## src/rtl/song_sequencer.sv

```systemverilog
// Auto-play note sequencer: walks a song ROM entry by entry and drives the
// buzzer note, octave and LED outputs, with pause, looping and song select.
module song_sequencer #(
    parameter int SONG_COUNT     = 3,
    parameter int SONG_DEPTH     = 64,
    parameter int TICKS_PER_UNIT = 10_000_000,
    parameter int NOTE_W         = 4,
    parameter int DUR_W          = 4,
    parameter logic [NOTE_W-1:0] END_CODE = NOTE_W'(4'hF),
    localparam int SONG_W = (SONG_COUNT > 1) ? $clog2(SONG_COUNT) : 1,
    localparam int POS_W  = $clog2(SONG_DEPTH),
    localparam int ROM_W  = DUR_W + 2 + NOTE_W
) (
    input  logic              clk,
    input  logic              reset,
    input  logic              next_sel,
    input  logic              prev_sel,
    input  logic              pause,
    input  logic              loop_en,
    output logic [SONG_W-1:0] rom_song,
    output logic [POS_W-1:0]  rom_pos,
    input  logic [ROM_W-1:0]  rom_data,
    output logic [NOTE_W-1:0] note_out,
    output logic [1:0]        octave_out,
    output logic [6:0]        led_out,
    output logic [SONG_W-1:0] song_num,
    output logic              playing,
    output logic              song_done
);

    localparam int CNT_W = $clog2((2 ** DUR_W) * TICKS_PER_UNIT);
    localparam logic [CNT_W-1:0] TICKS = CNT_W'(TICKS_PER_UNIT);

    typedef enum logic [1:0] {FETCH, LATCH, PLAY, DONE} state_t;

    state_t            state, state_nx;
    logic [SONG_W-1:0] song, song_nx;
    logic [POS_W-1:0]  pos, pos_nx;
    logic [CNT_W-1:0]  count, count_nx;
    logic [NOTE_W-1:0] note, note_nx;
    logic [1:0]        octave, octave_nx;
    logic [6:0]        led, led_nx;
    logic              done, done_nx;
    logic              next_hist, prev_hist;
    logic              next_edge, prev_edge;
    logic              end_song;
    logic              paused;

    logic [NOTE_W-1:0] rom_note;
    logic [1:0]        rom_oct;
    logic [DUR_W-1:0]  rom_dur;
    logic [DUR_W-1:0]  dur_eff;
    logic [CNT_W-1:0]  load_val;
    logic [6:0]        led_dec;

    assign {rom_dur, rom_oct, rom_note} = rom_data;
    assign dur_eff   = (rom_dur == '0) ? DUR_W'(1) : rom_dur;
    assign load_val  = CNT_W'(dur_eff) * TICKS - CNT_W'(1);
    assign next_edge = next_sel & ~next_hist;
    assign prev_edge = prev_sel & ~prev_hist;

    always_comb begin
        led_dec = '0;
        for (int i = 0; i < 7; i++) begin
            led_dec[i] = (rom_note == NOTE_W'(i + 1));
        end
    end

    always_ff @(posedge clk or posedge reset) begin
        if (reset) begin
            state     <= FETCH;
            song      <= '0;
            pos       <= '0;
            count     <= '0;
            note      <= '0;
            octave    <= '0;
            led       <= '0;
            done      <= 1'b0;
            next_hist <= 1'b0;
            prev_hist <= 1'b0;
        end else begin
            state     <= state_nx;
            song      <= song_nx;
            pos       <= pos_nx;
            count     <= count_nx;
            note      <= note_nx;
            octave    <= octave_nx;
            led       <= led_nx;
            done      <= done_nx;
            next_hist <= next_sel;
            prev_hist <= prev_sel;
        end
    end

    // A song-select edge overrides everything, including a coincident end of song.
    always_comb begin
        state_nx  = state;
        song_nx   = song;
        pos_nx    = pos;
        count_nx  = count;
        note_nx   = note;
        octave_nx = octave;
        led_nx    = led;
        done_nx   = 1'b0;
        end_song  = 1'b0;
        if (next_edge || prev_edge) begin
            if (next_edge) begin
                song_nx = (song == SONG_W'(SONG_COUNT - 1)) ? '0 : song + SONG_W'(1);
            end else begin
                song_nx = (song == '0) ? SONG_W'(SONG_COUNT - 1) : song - SONG_W'(1);
            end
            pos_nx    = '0;
            count_nx  = '0;
            note_nx   = '0;
            octave_nx = '0;
            led_nx    = '0;
            state_nx  = FETCH;
        end else begin
            unique case (state)
                FETCH: state_nx = LATCH;
                LATCH: begin
                    if (rom_note == END_CODE) begin
                        end_song = 1'b1;
                    end else begin
                        note_nx   = rom_note;
                        octave_nx = rom_oct;
                        led_nx    = led_dec;
                        count_nx  = load_val;
                        state_nx  = PLAY;
                    end
                end
                PLAY: begin
                    if (!pause) begin
                        if (count == '0) begin
                            if (pos == POS_W'(SONG_DEPTH - 1)) begin
                                end_song = 1'b1;
                            end else begin
                                pos_nx   = pos + POS_W'(1);
                                state_nx = FETCH;
                            end
                        end else begin
                            count_nx = count - CNT_W'(1);
                        end
                    end
                end
                DONE: state_nx = DONE;
            endcase
            if (end_song) begin
                done_nx = 1'b1;
                pos_nx  = '0;
                if (loop_en) begin
                    state_nx = FETCH;
                end else begin
                    state_nx  = DONE;
                    note_nx   = '0;
                    octave_nx = '0;
                    led_nx    = '0;
                end
            end
        end
    end

    // Pause mutes the buzzer and LEDs but keeps the octave display.
    assign paused     = (state == PLAY) && pause;
    assign note_out   = paused ? '0 : note;
    assign led_out    = paused ? '0 : led;
    assign octave_out = octave;
    assign playing    = (state == PLAY) && !pause;
    assign song_done  = done;
    assign song_num   = song;
    assign rom_song   = song;
    assign rom_pos    = pos;

endmodule

```

## config.mk

```make
export PLATFORM = sky130hd
export DESIGN_NAME = song_sequencer
export DESIGN_NICKNAME = d
export VERILOG_FILES = /design/src/rtl/song_sequencer.sv
export SDC_FILE = /design/constraint.sdc
export NUM_CORES = 1
export LEC_CHECK = 0
export CORE_UTILIZATION = 30
export DETAILED_ROUTE_END_ITERATION = 6
export SLEW_MARGIN = 20
export SYNTH_ARGS = -nofsm -noshare
export SYNTH_HDL_FRONTEND = slang
export SYNTH_SLANG_ARGS = --single-unit
export TNS_END_PERCENT = 5
```

## constraint.sdc

```tcl
create_clock -name clk -period 3.5 [get_ports clk]
set_input_delay 0.7 -clock clk [delete_from_list [all_inputs] [get_ports clk]]
set_output_delay 0.7 -clock clk [all_outputs]
set_load 0.05 [all_outputs]
```

# Word-level counts from Yosys, hierarchy flattened
# Cells that the tools add are included.
classes:
  addsub: 5
  mul: 1
  eq_ne: 22
  mux: 48
  bitwise: 4
  n_reduce_logical: 14
op_table:
  columns: ["operator", "n"]
  rows:
  - ["$mux 28", 4]
  - ["$pmux 28 s2", 1]
  - ["$sub 28x1->28 const B", 2]
  - ["$mux 7", 6]
  - ["$mux 6", 6]
  - ["$mux 2", 15]
  - ["$logic_not 28->1", 1]
  - ["$mux 4", 7]
  - ["$mul 4x17->21 const B", 1]
  - ["$eq 4x3->1 const B", 4]
  - ["$ne 4x4->1 const B", 4]
  - ["$reduce_and 4->1", 3]
  - ["$ne 3x3->1 const B", 3]
  - ["$reduce_bool 3->1", 3]
  - ["$eq 4x2->1 const B", 2]
  - ["$pmux 2 s4", 1]
  - ["$mux 1", 7]
  - ["$add 6x1->6 const B", 1]
  - ["$eq 2x2->1 const B", 3]
  - ["$eq 6x6->1 const B", 1]
  - ["$eq 4x1->1 const B", 1]
  - ["$eq 4x4->1 const B", 1]
  - ["$logic_not 2->1", 2]
  - ["$logic_not 4->1", 1]
  - ["other kinds (11)", 14]
totals:
  register_bits: 54
  inputBits: 16
  wordCells: 104

# Depth between registers and ports, before layout
logic_depth:
  word_depth: 8
  depth_mapped: 17

# Least setup slack after synthesis
# Ideal clock, no wire load.
synth_path:
  kind: "input to register"
  start: "in rom_data[8]"
  end: "reg count[27]"
  setup_ns: 0.124
  arrival_ns: 4.816
  slack_ns: -1.440
  path_stages: 17
  path_cell_list: "inv_1 -> ha_1 -> nor3b_1 -> nor2_1 -> ha_1 -> ha_1 -> ha_1 -> inv_1 -> fa_1 -> nor2b_4 -> o31a_1 -> or4_4 -> a221oi_4 -> nand4b_4 -> or4_4 -> o31a_1 -> a211o_1"
synth_between:
  elab_chain_cells: 7
synth_rtl:
  columns: ["item", "line_no", "rtl"]
  rows:
  - ["from (decl)", "22", "input logic [ROM_W-1:0] rom_data,"]
  - ["$logic_not 4->1", "57", "assign dur_eff = (rom_dur == '0) ? DUR_W'(1) : rom_dur;"]
  - ["$mux 4 (*)", "57", null]
  - ["$mul 4x17->21 (*)", "58", "assign load_val = CNT_W'(dur_eff) * TICKS - CNT_W'(1);"]
  - ["$sub 28x1->28 (*)", "58", null]
  - ["$mux 28 (*)", "122", "if (rom_note == END_CODE) begin"]
  - ["$pmux 28 s2 (*)", "119", "unique case (state)"]
  - ["$mux 28 (*)", "106", "if (next_edge || prev_edge) begin"]
  - ["to (signal assigned)", "85", "count <= count_nx;"]
  - ["to (decl)", "39", "logic [CNT_W-1:0] count, count_nx;"]
# Mark *: on every way between the ends. The rest lies on a longest branch, timed or not. The select of a mux whose other input is x is not followed.
# A chain may end at the register's enable or synchronous reset.

# Worst setup path after layout
layout_path:
  start: "in rom_data[9]"
  end: "reg count[27]"
# Same word-level chain as after synthesis.

==> metrics.yaml <==
cts:
  clkSlewWorstSetupHoldPaths_ps: 70
  clock_latency_ps: 300
  cts_tree: "yes"
  cts_htree_levels: 2
  clk_path_buf_depth: 2
  root_buffer: "clkbuf_16"
  ctsHoldBuffers: 0
  numCtsBuffers: 5
  clkSinkCount: 54
floorplanning:
  ios: 41
  die-area_um2: 16000
  start_util: 0.3070
  rows: 45
  die_w_um: 126.5
  coreArea_um2: 15150
  die_height_um: 126.5
logic_synthesis:
  synth.yosys.seq_area_share: 0.2906
  syn-instance-count: 562
  netlist_area_um2: 4649
  yosys_warnings: 0
  synth_top_area_cell: "dfrtp_1"
  synth.area.top_cells: "dfrtp_1, ha_1, a21oi_1"
  synth_top_area_share: 0.2906
  synth_seq_cells: 54
  postSynthAreaPerCell_um2: 8.273
  yosys.cell_types.count: 75
  synth_nets: 612
  ys.flop_type: "dfrtp_1"
  synth_commonest_cells: "dfrtp_1, nor2_1, a21oi_1"
  synthArstFlopShare: 1.000
  yosysMostFrequentCell: "dfrtp_1"
  synth_edf_count: 0
global_route:
  grt_max_degree: 29
  grt.overflow.total: 0
  grt_pass1_wl_mm: 20.65
  groute.usage.overall: 0.1561
  grt_pass1_vias: 4378
  antenna_found_initial: 0
final_layout:
  drive_gt1_frac: 0.2529
  syn2layout_area_growth_pct: 35.31
  num-fill-cells: 1463
  layout.nets: 737
  antenna_cells: 0
sta:
  hold_violations: 0
  fin_crit_sh: 1.200
  rsz0062_at_grt: "true"
  slew_headroom: 0.3958
  setup_ws_ps: -700.1
  clock_skew_ps: 7.284
  fmax_mhz: 238.1
  worstMarginPinSlew_ps: 900.3
  holdWs_ps: 516.6
  drv_slew: 0
  setup_tns_ps: -5774
  fin_crit_ps: 4200
  setup_viol: 12
run_status:
  failed_checks: "negative setup slack"
  status: "finished with violations"
setup_path:
  cp.required_ps: 3690
  critPathCaptureType: "flip-flop"
  path_class: "in2reg"
  critPathMaxFanout: 3
  cp.arrival_ps: 4390
  critPathLaunchType: "input port"
pwr:
  ir_drop_v: 0.0003342
  powerDensity_nw_per_um2: 573.9
  power.leakage_nw: 2.784
  power_mw: 3.610
detailed_routing:
  vias: 4592
  drt_pass1_iterations: 5
  drt-initial-drc-count: 296
  wl_mm: 12.33
  ant_nets: 0
  drc: 0
  routedWlPerCell_um: 14.08
  viasPerCell: 5.242
placed_design:
  pre_cts_slack_ps: -1517
  io_buffers: 40
  gp_congestion: 0.8449
  hpwl_mm: 9.426
flow_run:
  cap_violations: 0
min_path:
  hold_path.class: "reg2reg"
==> registers in the layout, indices dropped and copies added, names as in the netlist <==
register and count:
note 4, count 28, octave_out 2, state 2
led 7, song_done 1, prev_hist 1, next_hist 1
rom_pos 6, rom_song 2
==> critical path, cell delays in order <==
cell,delay (ps)
buf_12,110
inv_16,40
ha_4,130
nor3b_4,230
nor2_4,80
ha_4,290
ha_4,210
ha_4,160
inv_2,50
fa_2,240
nor2b_4,60
o31a_1,300
or4_4,440
a221oi_4,300
nand4b_4,130
or4_4,430
o31a_1,260
a211o_1,230
==> timing repair <==
item / CTS / global route
setup buffers: 4 / 3
gates resized for setup: 24 / 18
hold endpoints to repair: 0 / 0
pin swaps: 21 / 17
gates cloned: 0 / 0
endpoints found under the setup margin: 16 / 15
==> area by class of cell <==
type,count,area (um2),share of cell area
Clock buffer,5,125.1,0.01989
Clock inverter,3,43.79,0.006961
Inverter,23,107.6,0.01710
Multi-Input combinational cell,459,3236,0.5143
Sequential cell,54,1351,0.2148
Tap cell,188,235.2,0.03739
Timing Repair Buffer,144,1192,0.1895
==> layer usage <==
layer | part of all wire | GRT usage | vias to the layer above
met4 | 0.018 | 0.05103 | 0
met2 | 0.48 | 0.2704 | 92
met1 | 0.47 | 0.2009 | 2180
met5 | 0 | 0 | -
li1 | - | - | 2303
met3 | 0.033 | 0.01982 | 17
==> worst paths after layout <==
kind | startpoint | endpoint | slack (ps) | depth (start not counted)
setup / recovery | rom_data[9] | count[27] | -700 | 18
hold / removal | led[2] | led[2] | 520 | 2
setup reg to reg | count[0] | count[27] | 570 | 10
hold reg to reg | led[2] | led[2] | 520 | 2
max in group asynchronous | reset | rom_pos[2] | 2230 | 3
min in group asynchronous | reset | count[12] | 660 | 2
==> metrics by stage <==
| step | instances | instance area (um2) | utilization |
|---|---|---|---|
| after global placement | 862 | 5982 | 0.3950 |
| after floorplan | 562 | 4742 | - |
| final | 876 | 6291 | 0.4154 |
| after detailed placement | 862 | 5982 | 0.3950 |
| after global routing | 876 | 6291 | 0.4154 |
| after CTS | 874 | 6246 | 0.4124 |
==> layout by cell type (no fill, tap or decap), drive strengths merged, types with 7 or more instances in the layout <==
cell / count
a21oi: 48
a22oi: 8
and2: 19
and3: 9
buf: 107
clkbuf: 7
clkdlybuf4s50: 35
dfrtp: 54
ha: 32
inv: 23
nand2: 40
nand3: 19
nor2: 53
nor3: 28
nor4: 12
o21ai: 34
or3: 9
or4: 7
xnor2: 20
xor2: 15
==> cells by family after synthesis <==
| group | after synthesis | synth area share |
|---|---|---|
| xor gates and xnor gates | 35 | 0.06593 |
| and+or+nand+nor | 232 | 0.2705 |
| muxes | 9 | 0.02045 |
| adders and majority gates | 34 | 0.09472 |
| DFF | 54 | 0.2906 |
| AOI/OAI and AO/OA | 149 | 0.2088 |
| buffers and inverters | 49 | 0.04898 |
==> report_power, final <==
part	switching [mW]	internal, mW	leakage, nW
sequential	0.184	0.803	0.718
combinational	1.19	0.851	1.98
clock	0.242	0.340	0.0842
total	1.62	1.99	2.78
Power figures use the tool's default switching activity.
